`src/rtl/exec_ctrl_pkg.sv`:
```
//------------------------------------------------------------------------------
// exec_ctrl_pkg
// Shared state encoding and widths for the minisys execution sequencer.
// Revision: 1.0 - initial release
//------------------------------------------------------------------------------
`default_nettype none

package exec_ctrl_pkg;

   localparam int RETIRE_CNT_WIDTH = 32;

   // Encodings are visible on state_o, so they are fixed explicitly.
   // ST_STEP stays reserved unless single-step support is compiled in.
   typedef enum logic [2:0] {
      ST_RUN     = 3'd0,
      ST_WAIT_IN = 3'd1,
      ST_IN_DONE = 3'd2,
      ST_SHOW    = 3'd3,
      ST_HALT    = 3'd4,
      ST_STEP    = 3'd5
   } exec_state_t;

endpackage

`default_nettype wire

```
`src/rtl/exec_ctrl_hold_timer.sv`:
```
//------------------------------------------------------------------------------
// hold_timer
// Loadable down-counter that times the post-LED-write hold. A load takes
// priority, an abort clears the count, and o_expire flags the last
// decrementing cycle so the sequencer can leave the hold on that cycle.
// Revision: 1.0 - initial release
//------------------------------------------------------------------------------
`default_nettype none

module hold_timer #(
   parameter int CNT_WIDTH = 24
) (
   input  logic                 i_clk,
   input  logic                 i_rst_n,
   input  logic                 i_load,
   input  logic [CNT_WIDTH-1:0] i_load_val,
   input  logic                 i_dec,
   input  logic                 i_abort,
   output logic                 o_expire
);

   localparam logic [CNT_WIDTH-1:0] ONE = {{(CNT_WIDTH-1){1'b0}}, 1'b1};

   logic [CNT_WIDTH-1:0] r_count;

   // Count register: load beats abort beats decrement; never underflows.
   always_ff @(posedge i_clk) begin
      if (!i_rst_n) begin
         r_count <= '0;
      end else if (i_load) begin
         r_count <= i_load_val;
      end else if (i_abort) begin
         r_count <= '0;
      end else if (i_dec && (r_count != '0)) begin
         r_count <= r_count - ONE;
      end
   end

   assign o_expire = i_dec && (r_count == ONE);

endmodule

`default_nettype wire

```
`src/rtl/exec_ctrl.sv`:
```
//------------------------------------------------------------------------------
// exec_ctrl
// Execution sequencer for the single-cycle minisys CPU. cpu_en gates PC update,
// register write and memory/LED write. Stalls switch reads until confirm,
// optionally holds after LED writes, and freezes on halt.
// Optional feature macro: EXEC_SINGLE_STEP_EN (single-step via confirm).
// Revision: 1.0 - initial release
//------------------------------------------------------------------------------
`default_nettype none

module exec_ctrl
   import exec_ctrl_pkg::*;
#(
   parameter int SW_WIDTH    = 16,
   parameter int SHOW_CYCLES = 0,
   parameter int CNT_WIDTH   = 24
) (
   input  logic                        clock,
   input  logic                        reset_n,
   input  logic                        io_read,
   input  logic                        switch_ctrl,
   input  logic                        led_ctrl,
   input  logic                        halt_insn,
   input  logic                        confirm,
   input  logic                        step_mode,
   input  logic [SW_WIDTH-1:0]         switches,
   output logic                        cpu_en,
   output logic [SW_WIDTH-1:0]         in_data,
   output logic                        waiting,
   output logic [2:0]                  state_o,
   output logic [RETIRE_CNT_WIDTH-1:0] retire_cnt
);

   localparam bit                   SHOW_EN   = (SHOW_CYCLES != 0);
   localparam logic [CNT_WIDTH-1:0] SHOW_LOAD = CNT_WIDTH'(SHOW_CYCLES);

   exec_state_t                 r_state;
   exec_state_t                 w_next;
   logic [SW_WIDTH-1:0]         r_in_data;
   logic [RETIRE_CNT_WIDTH-1:0] r_retire_cnt;
   logic                        w_retire;
   logic                        w_wait;
   logic                        w_latch;
   logic                        w_load;
   logic                        w_dec;
   logic                        w_abort;
   logic                        w_expire;
   logic                        w_step_sel;
   logic                        w_sw_read;

`ifdef EXEC_SINGLE_STEP_EN
   assign w_step_sel = step_mode;
`else
   logic w_unused_step_mode;
   assign w_unused_step_mode = step_mode;
   assign w_step_sel         = 1'b0;
`endif

   assign w_sw_read = io_read && switch_ctrl;

   hold_timer #(
      .CNT_WIDTH (CNT_WIDTH)
   ) u_hold_timer (
      .i_clk      (clock),
      .i_rst_n    (reset_n),
      .i_load     (w_load),
      .i_load_val (SHOW_LOAD),
      .i_dec      (w_dec),
      .i_abort    (w_abort),
      .o_expire   (w_expire)
   );

   // Next-state and retire decision; priority is halt, then switch read, then step gate.
   always_comb begin
      w_next   = r_state;
      w_retire = 1'b0;
      w_wait   = 1'b0;
      w_latch  = 1'b0;
      w_load   = 1'b0;
      w_dec    = 1'b0;
      w_abort  = 1'b0;
      unique case (r_state)
         ST_RUN: begin
            if (halt_insn) begin
               w_next = ST_HALT;
            end else if (w_sw_read) begin
               w_next = ST_WAIT_IN;
            end else if (w_step_sel) begin
               w_next = ST_STEP;
            end else begin
               w_retire = 1'b1;
               if (led_ctrl && SHOW_EN) begin
                  w_load = 1'b1;
                  w_next = ST_SHOW;
               end
            end
         end
         ST_WAIT_IN: begin
            w_wait = 1'b1;
            if (confirm) begin
               w_latch = 1'b1;
               w_next  = ST_IN_DONE;
            end
         end
         ST_IN_DONE: begin
            // The load retires here; a led_ctrl seen now is not a new LED write.
            w_retire = 1'b1;
            w_next   = ST_RUN;
         end
         ST_SHOW: begin
            w_dec   = 1'b1;
            w_abort = confirm;
            if (w_expire || confirm) begin
               w_next = ST_RUN;
            end
         end
         ST_HALT: begin
            w_wait = 1'b1;
         end
`ifdef EXEC_SINGLE_STEP_EN
         ST_STEP: begin
            w_wait = 1'b1;
            if (!confirm) begin
               w_next = step_mode ? ST_STEP : ST_RUN;
            end else if (halt_insn) begin
               w_next = ST_HALT;
            end else if (w_sw_read) begin
               w_next = ST_WAIT_IN;
            end else begin
               w_retire = 1'b1;
               if (led_ctrl && SHOW_EN) begin
                  w_load = 1'b1;
                  w_next = ST_SHOW;
               end else begin
                  w_next = step_mode ? ST_STEP : ST_RUN;
               end
            end
         end
`endif
         default: begin
            w_next = ST_RUN;
         end
      endcase
   end

   // Nothing retires and nothing waits while reset is asserted.
   assign cpu_en  = w_retire && reset_n;
   assign waiting = w_wait && reset_n;

   // State, input latch and retire counter; reset abandons any stall.
   always_ff @(posedge clock) begin
      if (!reset_n) begin
         r_state      <= ST_RUN;
         r_in_data    <= '0;
         r_retire_cnt <= '0;
      end else begin
         r_state <= w_next;
         if (w_latch) begin
            r_in_data <= switches;
         end
         if (w_retire) begin
            r_retire_cnt <= r_retire_cnt + 1'b1;
         end
      end
   end

   assign in_data    = r_in_data;
   assign state_o    = r_state;
   assign retire_cnt = r_retire_cnt;

endmodule

`default_nettype wire
```
`config.mk`:
```
export PLATFORM = sky130hd
export DESIGN_NAME = exec_ctrl
export DESIGN_NICKNAME = d
export VERILOG_FILES = /design/src/rtl/exec_ctrl_pkg.sv /design/src/rtl/exec_ctrl_hold_timer.sv /design/src/rtl/exec_ctrl.sv
export SDC_FILE = /design/constraint.sdc
export NUM_CORES = 1
export LEC_CHECK = 0
export ABC_AREA = 1
export CAP_MARGIN = 0
export CORE_MARGIN = 5
export CORE_UTILIZATION = 25
export DETAILED_ROUTE_END_ITERATION = 16
export GPL_TIMING_DRIVEN = 0
export PLACE_DENSITY = 0.42
export SYNTH_ARGS = -nofsm -noshare
export SYNTH_HDL_FRONTEND = slang
export SYNTH_HIERARCHICAL = 1
export SYNTH_SLANG_ARGS = --single-unit
```
`constraint.sdc`:
```
create_clock -name clock -period 1.8 [get_ports clock]
set_clock_uncertainty 0.2 [all_clocks]
set_input_delay 0.36 -clock clock [delete_from_list [all_inputs] [get_ports clock]]
set_output_delay 0.36 -clock clock [all_outputs]
set_load 0.03 [all_outputs]
```
==> metrics.md <==
| Metric | Value |
|---|---|
| Status | finished with violations |
| Failing checks | negative setup slack |
| Final worst-path setup slack | -0.1434 ns |
| Die height | 146.1 um |
| Post-synthesis mux area share | 0 |
| Simple-gate share of the synthesized area | 0.4612 |
| CP cell instances | inv_2, nand2_2, a21oi_4, buf_6, buf_8, nand2_4, inv_2, buf_6 |
| Total grt overflow | 0 |
| Largest net degree at the start of global routing | 15 |
| Top cells by area, synth | dfxtp_1, nor2_1, nand2_1, inv_1, nand3_1 |
| Slew @ Worst Pin | 0.6051 ns |
| Max incr delay on CP | 0.36 ns |
| Hold_buf cts | 0 |
| IO Count | 77 |
| FF-to-FF Start | u_hold_timer/r_count[14] |
| Core Util, Final | 0.3577 |
| Initial DRC Count | 233 |
| Cell Pwr Density | 700.4 nW/um2 |
| Avg WL per Cell | 13.57 um |
| Final period utilization | 1.080 |
| Adder-cell share of the synthesized area | 0.01080 |
| Yosys top cell area share | 0.3241 |
| Synthesized flop and latch total | 75 |
| WL final | 14980 um |
| Period minus WS final | 1.943 ns |
| Nets@finish | 899 |
| First-pass GRT wire length | 23780 um |
| Worst skew pair latency | 0.34 ns |
| Multi-input combinational cell area | 2990 um2 |
| Antenna violations before repair | 0 |
| DRC viols | 0 |
| Placer's final routability congestion estimate | 0.8228 |
| Mapped cell area | 4633 um2 |
| CTS sink count | 75 |
| Max Slew Vio Count | 0 |
| Clock buffer depth | 2 |
| Met3 WL | 662 um |
| Num rows | 49 |
| Finish-stage setup viols | 2 |
| Yosys cell types | 38 |
| Initial Util | 0.2562 |
| # Max-Cap Violations | 0 |
| Hold EP | u_hold_timer/r_count[9] |
| Lkg Pwr | 2.968 nW |
| Hold_sp | reset_n |
| Fmax | 514.6 MHz |
| Delay-heaviest family, CP | buffers and inverters |
| RSZ-0062 raised after global routing | yes |
| Critical R2R Capture | state_o[0] |
| DRT met1 WL | 7519 um |
| CP max FO | 4 |
| Setup tns final | -0.1813 ns |
| Peak VDD IR | 0.0004343 V |
| Final count of hold timing violations | 0 |
| Gr usage total | 0.1377 |
| Compound-Gate Fraction of Synth Area | 0.08939 |
| Diode count | 0 |
| Worst Path Buf+Inv | 5 |
| Mapped Avg Cell Area | 6.261 um2 |
| Synth Area in XOR/XNOR | 0.01134 |
| Sequential-to-total area share from yosys stat | 0.3241 |
| Final ANT Viol Nets | 0 |
| Max stage delay cell, worst path | dfxtp_4 |
| DPL Wire Length | 10990 um |
| Crit. End Element | output pin |
| HP Class | input pin to flip-flop |
| CTS buffer count | 9 |
| Vias post-DR | 4833 |
| Reg area | 1536 um2 |
| Area leader, netlist | dfxtp_1 |
| CP Launch Type | flip-flop |
| Die area | 21360 um2 |
| CTS Root Cell | clkbuf_16 |
| Fill cells | 2022 |
| PortBufs | 74 |
| H-tree Lvls | 3 |
| Layout cell share with drive strength beyond 1 | 0.2000 |
| Die Wd | 146.1 um |
| CORE AREA | 18090 um2 |
| Clock slew at reported path FFs | 0.06 ns |
| Gate Count Post-Synth | 740 |
| Vias/cell | 4.378 |
| Drt first pass iters | 5 |
| WHS Path Cells | 3 |
| Synth warn | 6 |
| Slew HR | 0.5966 |
| CTS tree | done |
| Vias in the first global route | 4382 |
| Critical path class | flip-flop to output pin |
| Worst R2R Path Depth | 9 |
| R2R setup slack | 0.05 ns |
| Largest family of logic cells by synthesized area | simple AND/OR/NAND/NOR gates |
| WL met2 | 6560 um |
| Top Layer Used | met4 |
| WP data arrival | 1.38 ns |
| Area growth syn-to-layout | 39.64% |
| WP data required | 1.24 ns |
## worst max path at each step
| stage | endpoint | from | slack [ns] | cells after the start |
|---|---|---|---|---|
| global route | cpu_en | state_o[2] | -0.21 | 8 |
| global placement | waiting | reset_n | -1.65 | 5 |
| finish | cpu_en | state_o[2] | -0.14 | 8 |
| floorplan | u_hold_timer/r_count[15] | state_o[2] | 0.003 | 10 |
| detailed placement | waiting | reset_n | -1.60 | 5 |
| CTS | cpu_en | state_o[2] | -0.18 | 8 |
## worst reg2reg max path, stage by stage, from the launching register on
cell      delay (ns)
dfxtp_1         0.36
nor2_2          0.16
nand2_2         0.09
nor2_4          0.14
nand3_1         0.11
nor2_2          0.10
inv_1           0.06
o211ai_1        0.21
nand4_1         0.11
a21oi_1         0.13
## area by class of cell
| type | instances | share of cell area |
|---|---|---|
| flip-flops and latches | 75 | 0.2375 |
| multi-input cells | 586 | 0.4622 |
| clock inverters | 4 | 0.007929 |
| well taps | 229 | 0.04429 |
| clock buffers | 11 | 0.03752 |
| plain buffers | 23 | 0.03307 |
| inverters | 82 | 0.04951 |
| repair buffers | 94 | 0.1280 |
## power by group
| group | internal, mW | switching [mW] |
|---|---|---|
| sequential | 1.72 | 0.0820 |
| combinational | 0.351 | 0.506 |
| clock | 1.11 | 0.770 |
| total | 3.17 | 1.36 |
## timing repair
item	in CTS	in global routing
hold endpoints to repair	0	0
gates resized for setup	106	90
endpoints found under the setup margin	124	54
setup buffers	5	15
pin swaps	7	9
gates cloned	0	3
## kinds of logic after synthesis
kind of cell | count (synthesis)
xor gates and xnor gates | 6
AOI/OAI and AO/OA | 75
adders and majority gates | 4
and+or+nand+nor | 474
DFF | 75
buffers and inverters | 105
other | 1
## synthesized netlist by cell type
cell type,instances
a2111oi_0,1
a21oi_1,20
a21oi_2,1
a31oi_1,1
a32o_1,1
and2_1,1
and3_1,3
buf_12,1
buf_2,5
buf_4,4
buf_6,5
clkbuf_1,8
conb_1,1
dfxtp_1,75
ha_1,4
inv_1,75
inv_2,6
inv_6,1
nand2_1,175
nand2_2,5
nand2_4,2
nand3_1,54
nand3_2,5
nand3_4,1
nand4_1,15
nor2_1,180
nor2_2,10
nor2_4,10
nor2_8,2
nor3_1,4
nor3_2,4
o211ai_1,1
o21a_1,1
o21ai_0,23
o21ai_1,18
o21bai_1,8
or2_2,3
xor2_1,6
## sequential cells by signal, summed over array words and instances, names as in the netlist
signal / count
u_hold_timer/r_count: 24
state_o: 3
in_data: 16
retire_cnt: 32
## metal layers
metal	up-vias	GRT usage
li1	2575	-
met1	2165	0.1866
met2	78	0.2172
met3	15	0.03037
met4	0	0.04610
met5	-	0
## stage by stage
step                      total power, mW  std cells  worst slack, ns  instance area, um2  hold WS [ns]
after floorplan                     2.276        764         0.003402                4728        0.2831
after global placement              2.506       1067           -1.655                5756        0.2566
after detailed placement            2.504       1067           -1.600                5756        0.2509
after CTS                           4.452       1087          -0.1824                6111        0.1423
after global routing                4.764       1104          -0.2107                6470        0.1602
final                               4.531       1104          -0.1434                6470        0.1485
## placed cells by master (no fill, tap or decap), drive strengths merged
| master | Yosys | layout |
|---|---|---|
| and3 | 3 | 3 |
| xor2 | 6 | 6 |
| bufinv | 0 | 1 |
| or2 | 3 | 3 |
| a21oi | 21 | 21 |
| nand4 | 15 | 15 |
| nor3 | 8 | 8 |
| o21bai | 8 | 8 |
| a32o | 1 | 1 |
| ha | 4 | 4 |
| nand3 | 60 | 60 |
| o21a | 1 | 1 |
| nor2 | 202 | 204 |
| a31oi | 1 | 1 |
| conb | 1 | 25 |
| inv | 82 | 81 |
| dlygate4sd2 | 0 | 43 |
| and2 | 1 | 1 |
| clkinv | 0 | 3 |
| clkdlybuf4s15 | 0 | 5 |
| clkdlybuf4s50 | 0 | 17 |
| buf | 15 | 37 |
| a2111oi | 1 | 1 |
| o21ai | 41 | 41 |
| dfxtp | 75 | 75 |
| clkinvlp | 0 | 1 |
| nand2 | 182 | 182 |
| clkbuf | 8 | 26 |
| o211ai | 1 | 1 |
Note: power is estimated with default switching activity, not from simulation.
